`src/rtl/acc_req_arbiter_if.sv`:
```
// acc_req_arbiter_if
//   Bundles every bus signal of the accelerator request arbiter: the
//   NumReq-wide requester side (mst_*), the single accelerator side (slv_*)
//   and the status outputs. Signal suffixes (_i/_o) are named from the
//   arbiter's point of view.
//   Modports:
//     slave  - the arbiter itself (it serves the requesters).
//     master - the surrounding system: requesters plus accelerator.
//   Parameters must match those given to the acc_req_arbiter instance.
interface acc_req_arbiter_if #(
  parameter int NumReq         = 4,
  parameter int DataWidth      = 32,
  parameter int IdWidth        = 5,
  parameter int MaxOutstanding = 4
);
  localparam int IdxWidth   = $clog2(NumReq);
  localparam int ExtIdWidth = IdWidth + IdxWidth;
  localparam int CntWidth   = $clog2(MaxOutstanding + 1);

  // Requester-side request channel
  logic [NumReq-1:0]           mst_q_valid_i;
  logic [NumReq-1:0]           mst_q_ready_o;
  logic [NumReq*DataWidth-1:0] mst_q_data_i;
  logic [NumReq*IdWidth-1:0]   mst_q_id_i;
  // Accelerator-side request channel
  logic                        slv_q_valid_o;
  logic                        slv_q_ready_i;
  logic [DataWidth-1:0]        slv_q_data_o;
  logic [ExtIdWidth-1:0]       slv_q_id_o;
  // Accelerator-side response channel
  logic                        slv_p_valid_i;
  logic                        slv_p_ready_o;
  logic [DataWidth-1:0]        slv_p_data_i;
  logic [ExtIdWidth-1:0]       slv_p_id_i;
  // Requester-side response channel
  logic [NumReq-1:0]           mst_p_valid_o;
  logic [NumReq-1:0]           mst_p_ready_i;
  logic [DataWidth-1:0]        mst_p_data_o;
  logic [IdWidth-1:0]          mst_p_id_o;
  // Status
  logic [CntWidth-1:0]         outstanding_o;
  logic                        rsp_err_o;

  modport slave (
    input  mst_q_valid_i, mst_q_data_i, mst_q_id_i,
    output mst_q_ready_o,
    output slv_q_valid_o, slv_q_data_o, slv_q_id_o,
    input  slv_q_ready_i,
    input  slv_p_valid_i, slv_p_data_i, slv_p_id_i,
    output slv_p_ready_o,
    output mst_p_valid_o, mst_p_data_o, mst_p_id_o,
    input  mst_p_ready_i,
    output outstanding_o, rsp_err_o
  );

  modport master (
    output mst_q_valid_i, mst_q_data_i, mst_q_id_i,
    input  mst_q_ready_o,
    input  slv_q_valid_o, slv_q_data_o, slv_q_id_o,
    output slv_q_ready_i,
    output slv_p_valid_i, slv_p_data_i, slv_p_id_i,
    input  slv_p_ready_o,
    input  mst_p_valid_o, mst_p_data_o, mst_p_id_o,
    output mst_p_ready_i,
    input  outstanding_o, rsp_err_o
  );
endinterface

```
`src/rtl/acc_req_arbiter.sv`:
```
// acc_req_arbiter
//   Shares one accelerator port among NumReq requesters. Requests are
//   picked round-robin and captured in a one-entry output register; the
//   requester index is prepended to the request ID so that responses can be
//   steered back combinationally by the upper ID bits. An outstanding
//   counter stops issue once MaxOutstanding requests are unanswered.
//   Ports:
//     clk_i - clock
//     rst_i - synchronous active-high reset
//     bus   - acc_req_arbiter_if.slave: requester request/response
//             channels, accelerator request/response channels,
//             outstanding_o count and rsp_err_o (bad response index).
module acc_req_arbiter #(
  parameter int NumReq         = 4,
  parameter int DataWidth      = 32,
  parameter int IdWidth        = 5,
  parameter int MaxOutstanding = 4
) (
  input  logic              clk_i,
  input  logic              rst_i,
  acc_req_arbiter_if.slave  bus
);
  localparam int IdxWidth   = $clog2(NumReq);
  localparam int ExtIdWidth = IdWidth + IdxWidth;
  localparam int CntWidth   = $clog2(MaxOutstanding + 1);

  logic [IdxWidth-1:0]   ptr_q, ptr_d;
  logic [CntWidth-1:0]   cnt_q, cnt_d;
  logic                  q_valid_q, q_valid_d;
  logic [DataWidth-1:0]  q_data_q, q_data_d;
  logic [ExtIdWidth-1:0] q_id_q, q_id_d;

  // Unpacked per-requester views of the flat request buses.
  logic [DataWidth-1:0] req_data [NumReq];
  logic [IdWidth-1:0]   req_id   [NumReq];

  for (genvar gi = 0; gi < NumReq; gi++) begin : g_unpack
    assign req_data[gi] = bus.mst_q_data_i[gi*DataWidth +: DataWidth];
    assign req_id[gi]   = bus.mst_q_id_i[gi*IdWidth +: IdWidth];
  end

  // ---------------------------------------------------------------------
  // Arbitration
  // ---------------------------------------------------------------------
  logic                can_issue;
  logic                gnt_found;
  logic                grant;
  logic [IdxWidth-1:0] gnt_idx;
  logic [IdxWidth-1:0] scan_idx;

  always_comb begin
    // The output slot is free if empty or being drained this very cycle.
    can_issue = (!q_valid_q || bus.slv_q_ready_i) &&
                (cnt_q < CntWidth'(MaxOutstanding));
    gnt_found = 1'b0;
    gnt_idx   = '0;
    scan_idx  = ptr_q;
    // Walk all requesters starting at the pointer; explicit wrap keeps
    // non-power-of-two NumReq correct.
    for (int i = 0; i < NumReq; i++) begin
      if (!gnt_found && bus.mst_q_valid_i[scan_idx]) begin
        gnt_found = 1'b1;
        gnt_idx   = scan_idx;
      end
      scan_idx = (scan_idx == IdxWidth'(NumReq - 1)) ? '0
                                                     : scan_idx + IdxWidth'(1);
    end
  end

  assign grant = can_issue && gnt_found;

  for (genvar gi = 0; gi < NumReq; gi++) begin : g_q_ready
    assign bus.mst_q_ready_o[gi] = grant && (gnt_idx == IdxWidth'(gi));
  end

  // ---------------------------------------------------------------------
  // Response routing (purely combinational)
  // ---------------------------------------------------------------------
  logic [IdxWidth-1:0] rsp_idx;
  logic                rsp_idx_ok;
  logic [NumReq-1:0]   rsp_oh;
  logic                p_ready;
  logic                rsp_dec;

  assign rsp_idx = bus.slv_p_id_i[ExtIdWidth-1:IdWidth];
  // One extra bit so the bound check is meaningful for power-of-two NumReq.
  assign rsp_idx_ok = {1'b0, rsp_idx} < (IdxWidth + 1)'(NumReq);

  for (genvar gi = 0; gi < NumReq; gi++) begin : g_rsp_oh
    assign rsp_oh[gi] = rsp_idx_ok && (rsp_idx == IdxWidth'(gi));
  end

  // Responses with an impossible index are swallowed so the slave never
  // stalls on them.
  assign p_ready           = rsp_idx_ok ? |(bus.mst_p_ready_i & rsp_oh) : 1'b1;
  assign rsp_dec           = bus.slv_p_valid_i && p_ready && rsp_idx_ok;
  assign bus.slv_p_ready_o = p_ready;
  assign bus.mst_p_valid_o = {NumReq{bus.slv_p_valid_i}} & rsp_oh;
  assign bus.mst_p_data_o  = bus.slv_p_data_i;
  assign bus.mst_p_id_o    = bus.slv_p_id_i[IdWidth-1:0];
  assign bus.rsp_err_o     = bus.slv_p_valid_i && !rsp_idx_ok;

  // ---------------------------------------------------------------------
  // Next state
  // ---------------------------------------------------------------------
  always_comb begin
    ptr_d     = ptr_q;
    q_valid_d = q_valid_q;
    q_data_d  = q_data_q;
    q_id_d    = q_id_q;
    cnt_d     = cnt_q;

    if (grant) begin
      q_valid_d = 1'b1;
      q_data_d  = req_data[gnt_idx];
      q_id_d    = {gnt_idx, req_id[gnt_idx]};
      ptr_d     = (gnt_idx == IdxWidth'(NumReq - 1)) ? '0
                                                     : gnt_idx + IdxWidth'(1);
    end else if (q_valid_q && bus.slv_q_ready_i) begin
      q_valid_d = 1'b0;
    end

    // can_issue already keeps a grant from overflowing the counter; the
    // zero check covers responses that arrive after a reset.
    if (grant && !rsp_dec) begin
      cnt_d = cnt_q + CntWidth'(1);
    end else if (!grant && rsp_dec && (cnt_q != '0)) begin
      cnt_d = cnt_q - CntWidth'(1);
    end
  end

  always_ff @(posedge clk_i) begin
    if (rst_i) begin
      ptr_q     <= '0;
      cnt_q     <= '0;
      q_valid_q <= 1'b0;
      q_data_q  <= '0;
      q_id_q    <= '0;
    end else begin
      ptr_q     <= ptr_d;
      cnt_q     <= cnt_d;
      q_valid_q <= q_valid_d;
      q_data_q  <= q_data_d;
      q_id_q    <= q_id_d;
    end
  end

  assign bus.slv_q_valid_o = q_valid_q;
  assign bus.slv_q_data_o  = q_data_q;
  assign bus.slv_q_id_o    = q_id_q;
  assign bus.outstanding_o = cnt_q;
endmodule

```
`src/flat_wrapper.sv`:
```
// flat-port wrapper written by rule: the top's interface ports become plain ports
module acc_req_arbiter_flat 
#(
  parameter int NumReq         = 4,
  parameter int DataWidth      = 32,
  parameter int IdWidth        = 5,
  parameter int MaxOutstanding = 4
)
  (clk_i, rst_i, bus_mst_q_valid_i, bus_mst_q_data_i, bus_mst_q_id_i, bus_mst_q_ready_o, bus_slv_q_valid_o, bus_slv_q_data_o, bus_slv_q_id_o, bus_slv_q_ready_i, bus_slv_p_valid_i, bus_slv_p_data_i, bus_slv_p_id_i, bus_slv_p_ready_o, bus_mst_p_valid_o, bus_mst_p_data_o, bus_mst_p_id_o, bus_mst_p_ready_i, bus_outstanding_o, bus_rsp_err_o);
  acc_req_arbiter_if #(.NumReq(NumReq), .DataWidth(DataWidth), .IdWidth(IdWidth), .MaxOutstanding(MaxOutstanding)) bus_i ();
  input  logic clk_i;
  input  logic rst_i;
  input wire logic [$bits(bus_i.mst_q_valid_i)-1:0] bus_mst_q_valid_i;
  input wire logic [$bits(bus_i.mst_q_data_i)-1:0] bus_mst_q_data_i;
  input wire logic [$bits(bus_i.mst_q_id_i)-1:0] bus_mst_q_id_i;
  output wire logic [$bits(bus_i.mst_q_ready_o)-1:0] bus_mst_q_ready_o;
  output wire logic [$bits(bus_i.slv_q_valid_o)-1:0] bus_slv_q_valid_o;
  output wire logic [$bits(bus_i.slv_q_data_o)-1:0] bus_slv_q_data_o;
  output wire logic [$bits(bus_i.slv_q_id_o)-1:0] bus_slv_q_id_o;
  input wire logic [$bits(bus_i.slv_q_ready_i)-1:0] bus_slv_q_ready_i;
  input wire logic [$bits(bus_i.slv_p_valid_i)-1:0] bus_slv_p_valid_i;
  input wire logic [$bits(bus_i.slv_p_data_i)-1:0] bus_slv_p_data_i;
  input wire logic [$bits(bus_i.slv_p_id_i)-1:0] bus_slv_p_id_i;
  output wire logic [$bits(bus_i.slv_p_ready_o)-1:0] bus_slv_p_ready_o;
  output wire logic [$bits(bus_i.mst_p_valid_o)-1:0] bus_mst_p_valid_o;
  output wire logic [$bits(bus_i.mst_p_data_o)-1:0] bus_mst_p_data_o;
  output wire logic [$bits(bus_i.mst_p_id_o)-1:0] bus_mst_p_id_o;
  input wire logic [$bits(bus_i.mst_p_ready_i)-1:0] bus_mst_p_ready_i;
  output wire logic [$bits(bus_i.outstanding_o)-1:0] bus_outstanding_o;
  output wire logic [$bits(bus_i.rsp_err_o)-1:0] bus_rsp_err_o;
  assign bus_i.mst_q_valid_i = bus_mst_q_valid_i;
  assign bus_i.mst_q_data_i = bus_mst_q_data_i;
  assign bus_i.mst_q_id_i = bus_mst_q_id_i;
  assign bus_mst_q_ready_o = bus_i.mst_q_ready_o;
  assign bus_slv_q_valid_o = bus_i.slv_q_valid_o;
  assign bus_slv_q_data_o = bus_i.slv_q_data_o;
  assign bus_slv_q_id_o = bus_i.slv_q_id_o;
  assign bus_i.slv_q_ready_i = bus_slv_q_ready_i;
  assign bus_i.slv_p_valid_i = bus_slv_p_valid_i;
  assign bus_i.slv_p_data_i = bus_slv_p_data_i;
  assign bus_i.slv_p_id_i = bus_slv_p_id_i;
  assign bus_slv_p_ready_o = bus_i.slv_p_ready_o;
  assign bus_mst_p_valid_o = bus_i.mst_p_valid_o;
  assign bus_mst_p_data_o = bus_i.mst_p_data_o;
  assign bus_mst_p_id_o = bus_i.mst_p_id_o;
  assign bus_i.mst_p_ready_i = bus_mst_p_ready_i;
  assign bus_outstanding_o = bus_i.outstanding_o;
  assign bus_rsp_err_o = bus_i.rsp_err_o;
  acc_req_arbiter #(.NumReq(NumReq), .DataWidth(DataWidth), .IdWidth(IdWidth), .MaxOutstanding(MaxOutstanding)) u_core (.clk_i(clk_i), .rst_i(rst_i), .bus(bus_i));
endmodule
```
`config.mk`:
```
export PLATFORM = sky130hd
export DESIGN_NAME = acc_req_arbiter_flat
export DESIGN_NICKNAME = d
export VERILOG_FILES = /design/src/rtl/acc_req_arbiter_if.sv /design/src/rtl/acc_req_arbiter.sv /design/src/flat_wrapper.sv
export SDC_FILE = /design/constraint.sdc
export NUM_CORES = 1
export LEC_CHECK = 0
export BUFFER_PORTS_ARGS = -buffer_cell sky130_fd_sc_hd__clkbuf_2
export CORE_AREA = 5 5 109 111
export CTS_CLUSTER_DIAMETER = 40
export DETAILED_ROUTE_END_ITERATION = 12
export DIE_AREA = 0 0 114 116
export PLACE_DENSITY = 0.7
export SYNTH_ARGS = -nofsm -noshare
export SYNTH_HDL_FRONTEND = slang
export SYNTH_SLANG_ARGS = --single-unit
```
`constraint.sdc`:
```
create_clock -name clk_i -period 4.7 [get_ports clk_i]
set_input_delay 0.235 -clock clk_i [delete_from_list [all_inputs] [get_ports clk_i]]
set_output_delay 0.235 -clock clk_i [all_outputs]
set_load 0.005 [all_outputs]
```
# Word level (Yosys, flattened, before mapping)
# Cells that the tools add are included.
[totals]
ff_bits = 45
input_bits = 199
out_inout_bits = 90
word_cells = 86
[op_classes]
n_addsub = 6
magnitude_cmp = 6
eq_ne = 9
muxes = 30
bitwise_logic = 3
n_reduce_logical = 27
[ops]
columns = ["op", "n"]
rows = [
  ["binary-select mux 32 bit (select 2 bit)", 1],
  ["two-way mux 32 bit", 2],
  ["two-way mux 2 bit", 8],
  ["== test 2 bit (second input constant)", 7],
  ["logical AND 1 bit", 14],
  ["< comparator 2 x 3 -> 1 bit (second input constant)", 4],
  ["binary-select mux 5 bit (select 2 bit)", 1],
  ["two-way mux 1 bit", 10],
  ["two-way mux 5 bit", 2],
  ["adder 2 x 1 -> 2 bit (second input constant)", 4],
  ["AND 4 bit", 2],
  ["binary-select mux 1 bit (select 2 bit)", 4],
  ["logical NOT 1 bit", 6],
  ["two-way mux 3 bit", 2],
  ["== test 2 x 1 -> 1 bit (second input constant)", 2],
  ["logical NOT 2 bit", 2],
  ["nonzero test 2 bit", 2],
  ["OR reduction 4 bit", 1],
  ["adder 3 x 1 -> 3 bit (second input constant)", 1],
  ["greater-or-equal comparator 3 bit (second input constant)", 1],
  ["< comparator 3 bit (second input constant)", 1],
  ["NOT 2 -> 3 bit", 1],
  ["nonzero test 3 bit", 1],
  ["subtractor 3 x 1 -> 3 bit (second input constant)", 1],
  ["logical OR 1 bit", 1],
]

# Depth between registers and ports, before layout
# Gate-level depths: netlist of run 1.
[logic_depth]
ltp_word = 18
mapped_depth = 13
ltp_nobuf = 10

# Worst setup path before layout of run 1
# Ideal clock, no wire load.
[synth_path]
kind = "register to output"
startpoint = "reg u_core.ptr_q[0]"
endpoint = "out bus_mst_q_ready_o[0]"
arrival_ns = 2.460
required_ns = 4.465
slack_ns = 2.005
stages_incl_launch_ff = 13
path_buffers = 4
path_cell_list = "dfxtp_1 > ha_1 > buf_2 > nor4b_1 > nor4_2 > o21ai_4 > and3_1 > buf_4 > nor2_8 > buf_6 > buf_6 > ha_1 > and2_1"
[synth_via]
elab_chain_len = 14
word_cells_on_any_way = 34
classes_between = "add/sub (3); eq/ne (3); mux (19); reduce/logical (9)"
[synth_rtl]
columns = ["element", "line", "text"]
rows = [
  ["from (decl)", "acc_req_arbiter.sv:27", "logic [IdxWidth-1:0] ptr_q, ptr_d;"],
  ["from (signal assigned)", "acc_req_arbiter.sv:140", "ptr_q <= ptr_d;"],
  ["parallel branches: the longest is 13 deep, another holds adder 2 x 1 -> 2 bit", "-", ""],
  ["logical AND 1 bit (*)", "acc_req_arbiter.sv:73", "assign bus.mst_q_ready_o[gi] = grant && (gnt_idx == IdxWidth'(gi));"],
  ["to (decl)", "flat_wrapper.sv:16", "output wire logic [$bits(bus_i.mst_q_ready_o)-1:0] bus_mst_q_ready_o;"],
]
# Mark *: on every way between the ends. The select of a mux whose other input is x is not followed.

# Final worst setup path of run 1
[layout_path]
startpoint = "reg u_core.ptr_q[0]"
endpoint = "out bus_mst_q_ready_o[3]"
[layout_via]
elab_chain_len = 14
word_cells_on_any_way = 34
classes_between = "add/sub (3); eq/ne (4); mux (19); reduce/logical (8)"
[layout_rtl]
columns = ["element", "line"]
rows = [
  ["parallel branches: the longest is 13 deep, another holds adder 2 x 1 -> 2 bit", "-"],
  ["logical AND 1 bit (*)", "acc_req_arbiter.sv:73"],
]
# Marks and branches as above.

==> metrics.txt, run 1 <==
Yosys reg bits=45; 1st-iter DRT viols=242; Setup Viol. Count Final=0; total CTS buffers=5; H-tree Lvls=2; Synth area leader=dfxtp_1; antenna violations before repair=0; syn_area_per_cell=8.67 um2; worst path cell trace=buf_4 -> ha_1 -> nor4b_1 -> nor4_2 -> o21ai_4 -> and3_1 -> nor2_8 -> inv_2 -> ha_1 -> and2_1 -> clkbuf_2; Max stage delay on crit path=between 0.7 and 0.8 ns; final WL=12000 um; Final Wtd Congestion=0.833; FFs w/ async S/R, synth=0%; Boundary Pins=289; IO buf count=213; critical path arrival=3.61 ns; number of global-route vias before repair=3730; Crit Path Category=flop to primary output; sw frac=45.9%; setup TNS=0 ns; drt wl/cell=17.1 um; max-cap violations=0; CP dominant cell by count=ha_1; Synth warnings=0; worst-path fanout max=31; HPWL after detailed placement=roughly 9500 um; number of synthesized flops with an enable pin=0; clock root buffer=clkbuf_8; initial core utilization=roughly 33%; Worst Hold Class=input port to flop; Worst setup EP type=primary output; most common cell after layout, fill and taps aside=clkbuf_2; Die X=114 um; most frequent cells in the layout=213 x clkbuf_2, 56 x mux2i_1, 45 x dfxtp_1; Die ar.=about 13000 um2; RSZ-0062 raised after global routing=no; PnR Total Power=2950 uW; routed via count=3676; outcome=finished, final reports clean; Syn Inst Count=411; fin worst setup slack=0.859 ns; CTS tree=built; vias per inst=5.21; Psw=1350 uW; Pre-antenna DRT Iters=4; required time worst endpoint=around 4.5 ns; minimum clock period=just under 4 ns; skew final=0.00496 ns; total gr overflow=0; largest net degree at the start of global routing=49; post-CTS resize count=0; fin. max-slew vios=0; first-pass GRT wire length=18600 um; worst-margin pin slew=0.813 ns; Top FF cell, synth=dfxtp_1; Hold Vio Cnt, Final=0; Clock Power Share=between 10% and 20%; all-layer global routing usage=about 17%; row count=38; ANT cells=0; post-route ant nets=0; core area=10700 um2; Pleak=0.00234 uW; DRC Markers=0; post-synth top area share=roughly 25%; CTS Hold Bufs=0; internal power=1600 uW; Seq/Total Area, Yosys=around a quarter; power per cell area=656 nW/um2; Die Y=116 um; CTS Buffer Depth=2; Syn Nets=616; area grow syn2layout=26.1%; clock-pin slew of the registers on the worst-case setup and hold paths=approximately 0.09 ns; worst hold slack=0.200 ns; worst vdd ir=0.338 mV; DP Worst Slack=1.21 ns; Post-CTS Setup Bufs=0; clock latency on the worst-skew pair=roughly 0.30 ns; share of cells above drive strength 1=46.7%; dominant cells by area after synthesis=dfxtp_1 25%, mux2i_1 16%, buf_4 8.6%; FMAX=0.260 GHz; post-route clock period utilization=between 80% and 90%; crit start category=flop; crit path max-delay cell type=ha_1; Seq pwr share=20.6%; combinational fraction of design power=68.9%; Final #Nets=769; Post-Syn Area=3560 um2; clk sinks=45; Slew headroom=45.7%; Distinct cells, synth=61
through the flow:
stage / std cells / util, % / instance area, um2
after floorplan: 411 / - / 3560
after global placement: 697 / 40.9 / 4380
after detailed placement: 697 / 40.9 / 4380
after CTS: 705 / 42.0 / 4490
after global routing: 705 / 42.0 / 4490
final: 705 / 42.0 / 4490
worst max-delay path: cells and delay by family (launching register included):
kind,cells,cell delay [ns]
and+or+nand+nor,5,1.13
DFF,1,0.31
adders and majority gates,2,0.91
buffers and inverters,3,0.60
AOI/OAI and AO/OA,1,0.35
Yosys cell counts (all sizes together), types with 3 or more instances:
library cell / n
dfxtp: 45
nand2: 39
o221ai: 17
nand2b: 3
ha: 5
inv: 5
buf: 59
o32ai: 15
nor2: 28
o211ai: 6
a21oi: 24
and2: 4
a31oi: 4
mux2i: 56
o21ai: 12
a31o: 15
nor3b: 4
clkbuf: 15
mux2: 3
a21bo: 5
nand3: 6
final cells by class:
type                            instances  area, um2
Fill cell                            1083       6210
Multi-Input combinational cell        287       2150
Timing Repair Buffer                  220       1130
Sequential cell                        45        901
Tap cell                              140        175
Clock buffer                            6       72.6
Clock inverter                          2       38.8
Inverter                                5       18.8
registers in the layout (all words and copies together) (netlist names):
register and count:
u_core.bus.slv_q_data_o 32, u_core.bus.outstanding_o 3, u_core.ptr_q 2, u_core.bus.slv_q_valid_o 1, u_core.bus.slv_q_id_o 7
cell families (layout without fill, tap and decap cells):
| kind of cell | count (synthesis) | in the layout | share of synthesized area (%) |
|---|---|---|---|
| xor gates and xnor gates | 2 | 2 | 0.492 |
| muxes | 61 | 61 | 17.9 |
| buffers and inverters | 79 | 233 | 14.3 |
| other | 1 | 1 | 0.105 |
| adders and majority gates | 6 | 6 | 2.32 |
| and+or+nand+nor | 100 | 100 | 14.1 |
| AOI/OAI and AO/OA | 117 | 117 | 25.5 |
| DFF | 45 | 45 | 25.3 |
metal layers:
metal	global-route usage [%]	wire length, um
met1	19.9	4400
met2	31.0	6120
met3	4.33	1280
met4	6.10	247
met5	0	0
final timing paths:
check             slack (ns)                           to                  startpoint  depth (start not counted)
setup / recovery        0.86         bus_mst_q_ready_o[3]             u_core.ptr_q[0]                         11
hold / removal          0.20  u_core.bus.slv_q_data_o[15]       bus_mst_q_data_i[111]                          3
hold reg to reg         0.47   u_core.bus.slv_q_data_o[9]  u_core.bus.slv_q_data_o[9]                          2
setup reg to reg        1.16   u_core.bus.slv_q_data_o[8]             u_core.ptr_q[0]                          9
power groups by stage:
stage	Clock, uW	Combinational (uW)	Sequential, uW
finish	310	2030	607
global route	332	2250	627
CTS	321	2050	608
detailed placement	0	2040	616
global placement	0	2000	613
floorplan	0	1600	617
No activity file was read; power rests on OpenSTA's default activity.
==> run 2: changes to the inputs <==
Settings changed: ABC_AREA set to 1, CORE_AREA 5 5 109 111 to 5 5 110 112, DIE_AREA 0 0 114 116 to 0 0 115 117, PLACE_DENSITY 0.7 to 0.73.
Clock period 4.7 ns to 3.9 ns, I/O delays scaled along.
==> run 2 against run 1 <==
  * Synthesized cell count rose by 67%
  * Clock skew rose by 0.00087 ns
  * Routed wire length rose by 3.0%
  * Sequential share of layout area fell by 1.9 points
  * Setup slack got worse by 0.32 ns
  * Final cell count rose by 40%
  * Critical path depth rose by 3
  * Largest cell class unchanged
  * Combinational power rose by 80%
  * Sequential power rose by 25%
  * Die area rose by 1.7%
==> metrics.txt, run 2 <==
Non-Filler Instances=984; Worst setup EP type=primary output; reg2reg setup slack=0.94 ns; sw frac=55.2%; 1st-iter DRT viols=275; Pre-antenna DRT Iters=4; Top FF cell, synth=dfxtp_1; post-route clock period utilization=86.2%; routed via count=4555; ANT cells=0; crit path max-delay cell type=inv_2; antenna violations before repair=0; FFs w/ async S/R, synth=0%; core area=11100 um2; clk sinks=45; placed cell count=approximately 980; max-cap violations=0; Post-CTS Setup Bufs=0; Setup Viol. Count Final=0; Die X=115 um; final WL=12400 um; clock-pin slew of the registers on the worst-case setup and hold paths=0.06 ns; Clock Power Share=9.0%; Die ar.=13500 um2; largest net degree at the start of global routing=45; critical path arrival=3.17 ns; Worst R2R Start=u_core.ptr_q[0]; Slew headroom=48.9%; outcome=finished, final reports clean; setup TNS=0 ns; Seq/Total Area, Yosys=between 20 and 25%; number of flip-flops in the largest register=32; required time worst endpoint=3.70 ns; Worst R2R Path Depth=14; all-layer global routing usage=17.5%; Pleak=approximately 0.0030 uW; Post-synth top cells=207 x nand2_1, 94 x nand3_1, 90 x nor2_1; row count=39; Post-Syn Area=3980 um2; power per cell area=a little under 1000 nW/um2; worst vdd ir=0.563 mV; Seq pwr share=15.6%; skew final=slightly below 0.006 ns; CTS Buffer Depth=2; first-pass GRT wire length=19500 um; share of cells above drive strength 1=30.0%; post-route ant nets=0; Final Wtd Congestion=between 0.8 and 0.9; dominant cells by area after synthesis=dfxtp_1 23%, nand2_1 20%, nand3_1 12%; total gr overflow=0; CTS tree=built; Core Util, Final=44.6%; crit start category=flop; FMAX=between 0.2 and 0.3 GHz; DRC Markers=0; busiest grt layer=met2; post-synth top area share=22.6%; post-CTS resize count=0; worst path cell trace=buf_4 -> ha_1 -> inv_2 -> o21ai_1 -> nand3_1 -> nand2_1 -> nand3_1 -> nand2_2 -> nand2_4 -> inv_2 -> ha_1 -> inv_1 -> nor2_1 -> clkbuf_2; drt wl/cell=12.6 um; Synth warnings=0; Max stage delay on crit path=between 0.5 and 0.6 ns; most frequent cells in the layout=213 x clkbuf_2, 207 x nand2_1, 94 x nand3_1; syn_area_per_cell=5.78 um2; most common cell after layout, fill and taps aside=clkbuf_2; CTS Hold Bufs=0; R2R Path End=u_core.ptr_q[1]; Synth area leader=dfxtp_1; Syn Inst Count=688; met3 usage=a little under 4%; most frequent cell after synthesis=nand2_1; PnR Total Power=4860 uW; met1 track demand over resource=20.9%; Boundary Pins=289; number of synthesized flops with an enable pin=0; initial core utilization=between 30% and 40%; vias per inst=4.63; RSZ-0062 raised after global routing=no; Die Y=between 100 and 150 um; internal power=2180 uW; Worst Hold Class=input port to flop; HPWL after detailed placement=9430 um; clock root buffer=clkbuf_16; number of global-route vias before repair=4339; clock latency on the worst-skew pair=0.28 ns; IO buf count=213; worst-path fanout max=40; Worst Setup SP=u_core.ptr_q[0]; area grow syn2layout=24.7%; fin. max-slew vios=0; Psw=2680 uW; Setup crit end=bus_mst_q_ready_o[2]; Final #Nets=1045; Distinct cells, synth=29; Hold Vio Cnt, Final=0; H-tree Lvls=2; total CTS buffers=5; minimum clock period=3.36 ns; Crit Path Category=flop to primary output; combinational fraction of design power=about three quarters; Syn Nets=893; GR Layer Usage met2=31.0%; Yosys reg bits=45; worst-margin pin slew=0.766 ns
==> run 2: cell count changes after synthesis, sizes merged, moves of 10 or more <==
cell / delta
nand3b: +34
buf: +10
o221ai: -17
nor2: +65
o32ai: -15
nand3: +90
mux2i: -56
a31o: -15
inv: +79
nand2: +177
==> run 2: power groups by stage <==
stage,Clock (uW),Combinational [uW],Sequential (uW)
finish,439,3660,757
global route,484,4240,779
CTS,462,3720,756
detailed placement,0,3710,765
global placement,0,3690,754
floorplan,0,2930,770
==> run 2: worst min path at each step <==
stage | depth (start not counted) | startpoint | endpoint | slack (ns)
3_3_place_gp | 0 | bus_slv_p_data_i[14] | bus_mst_p_data_o[14] | 0.39
3_5_place_dp | 0 | bus_slv_p_data_i[14] | bus_mst_p_data_o[14] | 0.39
4_1_cts | 3 | bus_mst_q_data_i[34] | u_core.bus.slv_q_data_o[2] | 0.13
6_report | 3 | bus_mst_q_id_i[7] | u_core.bus.slv_q_id_o[2] | 0.14
2_1_floorplan | 2 | bus_mst_q_data_i[32] | u_core.bus.slv_q_data_o[0] | 0.33
5_1_grt | 3 | bus_mst_q_data_i[38] | u_core.bus.slv_q_data_o[6] | 0.15
==> run 2: cells by family (layout without fill, tap and decap cells) <==
kind of cell,count (synthesis),after routing,synth area share (%)
buffers and inverters,160,313,20.4
other,1,1,0.0943
adders and majority gates,6,6,2.08
AOI/OAI and AO/OA,30,30,3.84
and+or+nand+nor,446,446,50.9
DFF,45,45,22.6
==> run 2: layout make-up <==
| class | instances | area (um2) |
|---|---|---|
| Timing Repair Buffer | 221 | 1140 |
| Inverter | 84 | 318 |
| Fill cell | 1246 | 6160 |
| Clock buffer | 7 | 153 |
| Clock inverter | 1 | 5.00 |
| Tap cell | 143 | 179 |
| Sequential cell | 45 | 901 |
| Multi-Input combinational cell | 483 | 2270 |
==> run 2: layer usage <==
metal  share of wire [%]  vias to the layer above  routed length [um]
met5                   0                        -                   0
met4                 2.4                        0                 293
met3                 8.1                       32                1010
met2                  47                      177                5880
met1                  42                     1958                5220
li1                    -                     2388                   -
==> run 2: critical path: cells and delay by family, from the launching register on <==
family / cells / cell delay (ns)
flip-flops: 1 / 0.30
AND/OR/NAND/NOR: 6 / 0.85
adder cells (fa/ha/maj): 2 / 0.64
AO/OA/AOI/OAI: 1 / 0.15
buffers and inverters: 5 / 0.94
==> run 2: per-stage QoR <==
step / hold WS [ns] / setup WS (ns) / instance area, um2
4_1_cts: 0.133 / 0.536 / 4960
3_5_place_dp: 0.390 / 0.850 / 4800
2_1_floorplan: 0.331 / 1.59 / 3980
6_report: 0.137 / 0.540 / 4960
3_3_place_gp: 0.390 / 0.902 / 4800
5_1_grt: 0.150 / 0.283 / 4960
